File: src/rtl/uart_tester_pkg.sv
// Shared definitions for the UART tester controller: register offsets, FSM states and
// byte-lane helpers for the 32-bit native bus.
package uart_tester_pkg;

  localparam logic [7:0] OFF_SOFTRESET = 8'd0;
  localparam logic [7:0] OFF_DIV       = 8'd2;
  localparam logic [7:0] OFF_TXDATA    = 8'd4;
  localparam logic [7:0] OFF_TXEN      = 8'd5;
  localparam logic [7:0] OFF_TXREADY   = 8'd6;
  localparam logic [7:0] OFF_RXDATA    = 8'd8;
  localparam logic [7:0] OFF_RXEN      = 8'd9;
  localparam logic [7:0] OFF_RXREADY   = 8'd10;

  typedef enum logic [3:0] {
    INIT_SR1,
    INIT_SR0,
    INIT_DIV,
    INIT_TXEN,
    INIT_RXEN,
    IDLE,
    TX_POLL,
    TX_WR,
    RX_POLL,
    RX_RD
  } state_t;

  // Byte enables for a byte (half=0) or 16-bit (half=1) write starting at the given lane.
  function automatic logic [3:0] lane_strb(input logic [1:0] lane, input logic half);
    return half ? (4'b0011 << lane) : (4'b0001 << lane);
  endfunction

  // Bit shift that moves a value into (or out of) the given byte lane.
  function automatic logic [4:0] lane_shift(input logic [1:0] lane);
    return {lane, 3'b000};
  endfunction

endpackage

File: src/rtl/uart_tester_ctrl_if.sv
// Native request/response bus between the tester controller (master) and the UART core (slave).
interface uart_tester_ctrl_if #(
  parameter int DATA_W = 32,
  parameter int ADDR_W = 5
);
  logic              uart_valid;
  logic [ADDR_W-1:0] uart_addr;
  logic [DATA_W-1:0] uart_wdata;
  logic [3:0]        uart_wstrb;
  logic [DATA_W-1:0] uart_rdata;
  logic              uart_ready;

  modport master (
    output uart_valid, uart_addr, uart_wdata, uart_wstrb,
    input  uart_rdata, uart_ready
  );

  modport slave (
    input  uart_valid, uart_addr, uart_wdata, uart_wstrb,
    output uart_rdata, uart_ready
  );
endinterface

File: src/rtl/uart_tester_ctrl.sv
// Initialises a register-mapped UART core, then services a tx byte stream and an rx byte
// stream by polling it. Optional request timeout under macro UART_TESTER_TIMEOUT_EN.
module uart_tester_ctrl
  import uart_tester_pkg::*;
#(
  parameter int          DATA_W  = 32,
  parameter int          ADDR_W  = 5,
  parameter logic [15:0] DIV     = 16'd100,
  parameter int          TIMEOUT = 1024
) (
  input  logic                 clk,
  input  logic                 rst,
  uart_tester_ctrl_if.master   uart,
  input  logic                 tx_valid,
  input  logic [7:0]           tx_data,
  output logic                 tx_ready,
  output logic                 rx_valid,
  output logic [7:0]           rx_data,
  input  logic                 rx_ready,
  output logic                 init_done,
`ifdef UART_TESTER_TIMEOUT_EN
  output logic                 error,
`endif
  output state_t               state_dbg
);

  // Handshakes: a stream byte moves on any posedge where valid & ready are both high; valid
  // never waits on ready. A bus request holds all fields until the edge that samples
  // uart_ready=1, then valid drops for at least one cycle before the next request.

  state_t            state, state_n;
  logic              req_valid, req_valid_n;
  logic [ADDR_W-1:0] req_addr, req_addr_n;
  logic [DATA_W-1:0] req_wdata, req_wdata_n;
  logic [3:0]        req_wstrb, req_wstrb_n;

  logic       tx_full, rx_full, done;
  logic [7:0] tx_byte, rx_byte;
  logic       tx_clr, rx_load, done_set, timeout;

  logic [7:0]  cmd_off;
  logic [15:0] cmd_val;
  logic        cmd_wr, cmd_half;
  logic [1:0]  cmd_lane;
  logic [7:0]  rd_byte;

  always_comb begin
    cmd_off  = OFF_SOFTRESET;
    cmd_val  = 16'd0;
    cmd_wr   = 1'b0;
    cmd_half = 1'b0;
    case (state)
      INIT_SR1:  begin cmd_wr = 1'b1; cmd_val = 16'd1; end
      INIT_SR0:  begin cmd_wr = 1'b1; end
      INIT_DIV:  begin cmd_off = OFF_DIV; cmd_val = DIV; cmd_wr = 1'b1; cmd_half = 1'b1; end
      INIT_TXEN: begin cmd_off = OFF_TXEN; cmd_val = 16'd1; cmd_wr = 1'b1; end
      INIT_RXEN: begin cmd_off = OFF_RXEN; cmd_val = 16'd1; cmd_wr = 1'b1; end
      TX_POLL:   cmd_off = OFF_TXREADY;
      TX_WR:     begin cmd_off = OFF_TXDATA; cmd_val = {8'h00, tx_byte}; cmd_wr = 1'b1; end
      RX_POLL:   cmd_off = OFF_RXREADY;
      RX_RD:     cmd_off = OFF_RXDATA;
      default:   ;
    endcase
  end

  assign cmd_lane = cmd_off[1:0];
  assign rd_byte  = 8'(uart.uart_rdata >> lane_shift(req_addr[1:0]));

  always_comb begin
    state_n     = state;
    req_valid_n = req_valid;
    req_addr_n  = req_addr;
    req_wdata_n = req_wdata;
    req_wstrb_n = req_wstrb;
    tx_clr      = 1'b0;
    rx_load     = 1'b0;
    done_set    = 1'b0;

    if (state == IDLE) begin
      if (tx_full)       state_n = TX_POLL;
      else if (!rx_full) state_n = RX_POLL;
    end else if (!req_valid) begin
      req_valid_n = 1'b1;
      req_addr_n  = ADDR_W'(cmd_off);
      req_wdata_n = cmd_wr ? (DATA_W'(cmd_val) << lane_shift(cmd_lane)) : '0;
      req_wstrb_n = cmd_wr ? lane_strb(cmd_lane, cmd_half) : 4'b0000;
    end else if (uart.uart_ready) begin
      req_valid_n = 1'b0;
      req_addr_n  = '0;
      req_wdata_n = '0;
      req_wstrb_n = '0;
      case (state)
        INIT_SR1:  state_n = INIT_SR0;
        INIT_SR0:  state_n = INIT_DIV;
        INIT_DIV:  state_n = INIT_TXEN;
        INIT_TXEN: state_n = INIT_RXEN;
        INIT_RXEN: begin state_n = IDLE; done_set = 1'b1; end
        TX_POLL: begin
          if (rd_byte[0])    state_n = TX_WR;
          else if (!rx_full) state_n = RX_POLL;
          else               state_n = IDLE;
        end
        // Offer the rx side a turn after every tx byte so neither direction starves.
        TX_WR: begin
          tx_clr  = 1'b1;
          state_n = rx_full ? IDLE : RX_POLL;
        end
        RX_POLL: state_n = rd_byte[0] ? RX_RD : IDLE;
        RX_RD:   begin rx_load = 1'b1; state_n = IDLE; end
        default: state_n = INIT_SR1;
      endcase
    end

    if (timeout) begin
      req_valid_n = 1'b0;
      req_addr_n  = '0;
      req_wdata_n = '0;
      req_wstrb_n = '0;
      state_n     = INIT_SR1;
      tx_clr      = 1'b0;
      rx_load     = 1'b0;
      done_set    = 1'b0;
    end
  end

  always_ff @(posedge clk) begin
    if (rst) begin
      state     <= INIT_SR1;
      req_valid <= 1'b0;
      req_addr  <= '0;
      req_wdata <= '0;
      req_wstrb <= '0;
    end else begin
      state     <= state_n;
      req_valid <= req_valid_n;
      req_addr  <= req_addr_n;
      req_wdata <= req_wdata_n;
      req_wstrb <= req_wstrb_n;
    end
  end

  always_ff @(posedge clk) begin
    if (rst || timeout) begin
      tx_full <= 1'b0;
      tx_byte <= 8'h00;
      rx_full <= 1'b0;
      rx_byte <= 8'h00;
      done    <= 1'b0;
    end else begin
      if (tx_valid && tx_ready) begin
        tx_full <= 1'b1;
        tx_byte <= tx_data;
      end else if (tx_clr) begin
        tx_full <= 1'b0;
      end
      // RXREADY is only polled with the holding register empty, so load and drain never collide.
      if (rx_load) begin
        rx_full <= 1'b1;
        rx_byte <= rd_byte;
      end else if (rx_valid && rx_ready) begin
        rx_full <= 1'b0;
      end
      if (done_set) done <= 1'b1;
    end
  end

`ifdef UART_TESTER_TIMEOUT_EN
  localparam int CNT_W = $clog2(TIMEOUT + 1);
  logic [CNT_W-1:0] wait_cnt;

  assign timeout = req_valid && !uart.uart_ready && (wait_cnt == CNT_W'(TIMEOUT - 1));

  always_ff @(posedge clk) begin
    if (rst || !req_valid || uart.uart_ready || timeout) wait_cnt <= '0;
    else                                                   wait_cnt <= wait_cnt + 1'b1;
  end

  always_ff @(posedge clk) begin
    if (rst)          error <= 1'b0;
    else if (timeout) error <= 1'b1;
  end
`else
  logic unused_timeout;
  assign timeout        = 1'b0;
  assign unused_timeout = (TIMEOUT == 0);
`endif

  assign uart.uart_valid = req_valid;
  assign uart.uart_addr  = req_addr;
  assign uart.uart_wdata = req_wdata;
  assign uart.uart_wstrb = req_wstrb;

  assign tx_ready  = done && !tx_full;
  assign rx_valid  = rx_full;
  assign rx_data   = rx_byte;
  assign init_done = done;
  assign state_dbg = state;

endmodule
File: src/flat_wrapper.sv
// flat-port wrapper written by rule: the top's interface ports become plain ports
module uart_tester_ctrl_flat import uart_tester_pkg::*;
#(
  parameter int          DATA_W  = 32,
  parameter int          ADDR_W  = 5,
  parameter logic [15:0] DIV     = 16'd100,
  parameter int          TIMEOUT = 1024
)
  (clk, rst, tx_valid, tx_data, tx_ready, rx_valid, rx_data, rx_ready, init_done, state_dbg, uart_uart_valid, uart_uart_addr, uart_uart_wdata, uart_uart_wstrb, uart_uart_rdata, uart_uart_ready);
  uart_tester_ctrl_if #(.DATA_W(DATA_W), .ADDR_W(ADDR_W)) uart_i ();
  input  logic clk;
  input  logic rst;
  input  logic tx_valid;
  input  logic [7:0] tx_data;
  output logic tx_ready;
  output logic rx_valid;
  output logic [7:0] rx_data;
  input  logic rx_ready;
  output logic init_done;
  output state_t state_dbg;
  output wire logic [$bits(uart_i.uart_valid)-1:0] uart_uart_valid;
  output wire logic [$bits(uart_i.uart_addr)-1:0] uart_uart_addr;
  output wire logic [$bits(uart_i.uart_wdata)-1:0] uart_uart_wdata;
  output wire logic [$bits(uart_i.uart_wstrb)-1:0] uart_uart_wstrb;
  input wire logic [$bits(uart_i.uart_rdata)-1:0] uart_uart_rdata;
  input wire logic [$bits(uart_i.uart_ready)-1:0] uart_uart_ready;
  assign uart_uart_valid = uart_i.uart_valid;
  assign uart_uart_addr = uart_i.uart_addr;
  assign uart_uart_wdata = uart_i.uart_wdata;
  assign uart_uart_wstrb = uart_i.uart_wstrb;
  assign uart_i.uart_rdata = uart_uart_rdata;
  assign uart_i.uart_ready = uart_uart_ready;
  uart_tester_ctrl #(.DATA_W(DATA_W), .ADDR_W(ADDR_W), .DIV(DIV), .TIMEOUT(TIMEOUT)) u_core (.clk(clk), .rst(rst), .uart(uart_i), .tx_valid(tx_valid), .tx_data(tx_data), .tx_ready(tx_ready), .rx_valid(rx_valid), .rx_data(rx_data), .rx_ready(rx_ready), .init_done(init_done), .state_dbg(state_dbg));
endmodule
File: config.mk
export PLATFORM = sky130hd
export DESIGN_NAME = uart_tester_ctrl_flat
export DESIGN_NICKNAME = d
export VERILOG_FILES = /design/src/rtl/uart_tester_pkg.sv /design/src/rtl/uart_tester_ctrl_if.sv /design/src/rtl/uart_tester_ctrl.sv /design/src/flat_wrapper.sv
export SDC_FILE = /design/constraint.sdc
export NUM_CORES = 1
export LEC_CHECK = 0
export ABC_AREA = 1
export BUFFER_PORTS_ARGS = -buffer_cell sky130_fd_sc_hd__buf_2
export CORE_ASPECT_RATIO = 0.5
export CORE_MARGIN = 10
export CORE_UTILIZATION = 50
export CTS_CLUSTER_DIAMETER = 200
export DETAILED_ROUTE_END_ITERATION = 10
export PLACE_DENSITY = 0.82
export SYNTH_ARGS = -nofsm -noshare
export SYNTH_HDL_FRONTEND = slang
export SYNTH_SLANG_ARGS = --single-unit
File: constraint.sdc
create_clock -name clk -period 3.7 [get_ports clk]
set_clock_uncertainty 0.2 [all_clocks]
set_input_delay 0.555 -clock clk [delete_from_list [all_inputs] [get_ports clk]]
set_output_delay 0.555 -clock clk [all_outputs]
set_load 0.02 [all_outputs]
==> impl_metrics.tcl <==
set metrics [dict create \
    synth_fp_nets 398 \
    yosysWarningCount 0 \
    drive_gt1_frac 0.306 \
    fin_tns_setup_ns 0 \
    grt_pass1_wl_um 11300 \
    worstSetupEndpointType "flip-flop" \
    via_per_inst 4.99 \
    overflow 0 \
    setup_viol 0 \
    hpwl_um 5220 \
    max_cap_viol_count 0 \
    ant_nets 0 \
    rr_worst_depth 4 \
    hold_slack_ns 0.236 \
    num-fill-cells 442 \
    r2r-start "u_core.uart.uart_valid" \
    fin_cells 521 \
    synth_area_leaders "dfxtp_1 (49%), nand2_1 (11%), nor2_1 (8.4%)" \
    ctsHoldBuffers 0 \
    slew_violations 0 \
    clk_path_buf_depth 2 \
    drtPass1Iterations 4 \
    io_buffer_count 100 \
    area_growth_pct 26.9 \
    synthArstFlopShare 0 \
    leakage_nw 1.52 \
    yosysSeqAreaShare 0.487 \
    synth-edff-count 0 \
    crit_start "u_core.uart.uart_valid" \
    dp_cells 505 \
    outcome "complete, no violations" \
    p_per_area_mw_per_mm2 439 \
    ys_types 29 \
    n_antenna_cell 0 \
    syn_inst 353 \
    final_common_cell "buf_2" \
    coreArea_mm2 0.00500 \
    syn_area_mm2 0.00263 \
    htree_levels 3 \
    crit_chain "inv_1 > o21ai_4 > nand2_1 > a21oi_1" \
    cp_max_fo 40 \
    cts_tree "done" \
    routedWlPerCell_um 13.7 \
    post-cts-setup-buffers 0 \
    crit_arrival_ns 2.17 \
    drt-total-wl_um 7120 \
    grt_max_degree 45 \
    irDropWorstVdd_mv 0.318 \
    cts.clk_slew.worst_paths_ns 0.08 \
    crit_type "flip-flop to flip-flop" \
    start_util 0.526 \
    hold_path.class "flip-flop to flip-flop" \
    slew_headroom 0.353 \
    cp-start-kind "flip-flop" \
    grt_pass1_vias 2321 \
    root_buffer "clkbuf_8" \
    num_vias 2598 \
    finalCriticalPeriod_ns 2.10 \
    numCtsBuffers 9 \
    avgSynthCellArea_um2 7.45 \
    die_area_mm2 0.00873 \
    whs_path_depth 2 \
    antenna_found_initial 0 \
    synth_top_area_frac 0.487 \
    insertion_delay_ns 0.35 \
    place_congestion 0.906 \
    num_io_pins 102 \
    rsz0062_at_grt "false" \
    max_freq_mhz 477 \
    row_count 18 \
    ys_ff_latch 64 \
    yosysTopAreaCell "dfxtp_1" \
    r2r_slack_ns 1.60 \
    worst_pin_slew_ns 0.967 \
    slowest_stage "o21ai_4" \
    worst_path_largest_cell_delay_ns 0.85 \
    cp.required_ns 3.78 \
    nNetsFinal 491 \
    clkSinkCount 64 \
    drc 0 \
    crit_end "u_core.uart.uart_addr[2]" \
    die_x_um 123 \
    final_cell_mix "buf_2 (100), nand2_1 (76), dfxtp_1 (64)" \
    drt-initial-drc-count 133 \
    rr_endpoint "u_core.uart.uart_addr[2]" \
    finalCritPeriodShare 0.567 \
    die_y_um 71.3 \
    cts-resized-gates 0 \
    track_usage 0.159 \
    hold_viol_final 0 \
    synth_flop_cell "dfxtp_1" \
]
==> metrics by stage <==
step	cell area (um2)	total power, mW	util	setup slack (ns)
after floorplan	2630	0.770	-	2.02
after global placement	3110	0.803	0.622	1.71
after detailed placement	3110	0.803	0.622	1.62
after CTS	3340	1.48	0.667	1.61
after global routing	3340	1.52	0.667	1.43
final	3340	1.47	0.667	1.60
==> cells in the mapped netlist (2+ instances only) <==
cell type and number:
a21oi_1 37, a21oi_2 2, a31oi_1 8, buf_1 2, buf_2 2, buf_4 5
buf_6 3, clkbuf_1 7, dfxtp_1 64, inv_1 13, inv_2 6, nand2_1 76
nand2_2 3, nand3_1 23, nand4_1 2, nor2_1 59, nor2_2 4, o21ai_0 25
o21ai_4 2
==> sequential cells by signal, summed over array words and instances (netlist names) <==
name / cells
u_core.uart.uart_valid: 1
u_core.uart.uart_wstrb: 4
u_core.tx_full: 1
u_core.tx_byte: 8
u_core.rx_valid: 1
u_core.uart.uart_addr: 4
u_core.state_dbg: 4
u_core.uart.uart_wdata: 32
u_core.init_done: 1
u_core.rx_data: 8
==> layout make-up <==
type	count	area (um2)	share of cell area
flip-flops and latches	64	1280	0.384
repair buffers	101	508	0.152
inverters	20	75.1	0.0225
well taps	70	87.6	0.0263
multi-input cells	250	1160	0.347
clock inverters	7	103	0.0308
clock buffers	9	124	0.0371
==> how the worst min path moves through the flow <==
stage / slack (ns) / startpoint / to
finish: 0.24 / u_core.uart.uart_wdata[11] / u_core.uart.uart_wdata[11]
global route: 0.24 / u_core.uart.uart_wdata[11] / u_core.uart.uart_wdata[11]
CTS: 0.24 / u_core.uart.uart_wdata[11] / u_core.uart.uart_wdata[11]
detailed placement: 0.23 / u_core.uart.uart_wdata[11] / u_core.uart.uart_wdata[11]
global placement: 0.22 / u_core.uart.uart_wdata[27] / u_core.uart.uart_wdata[27]
floorplan: 0.23 / u_core.tx_byte[0] / u_core.tx_byte[0]
==> worst max-delay path: cells and delay by family, from the launching register on <==
kind	cells	cell delay (ns)
compound gates	2	1.01
flops	1	0.40
buf+inv	1	0.26
simple gates	1	0.15
==> layer usage <==
layer | global-route usage | part of all wire
met5 | 0 | 0
met4 | 0.0597 | 0.012
met3 | 0.0704 | 0.085
met2 | 0.261 | 0.47
met1 | 0.180 | 0.43
==> kinds of logic after synthesis <==
kind of cell    count (synthesis)  share of synthesized area
simple gates                  172                      0.275
other cells                     1                    0.00143
compound gates                 77                      0.164
buf+inv                        39                     0.0723
flops                          64                      0.487
==> power by group <==
part           switching (mW)  total, mW  internal [mW]
Clock                   0.292      0.677          0.386
Combinational          0.0565     0.0898         0.0333
Sequential            0.00522      0.698          0.693
No activity file was read; power rests on OpenSTA's default activity.
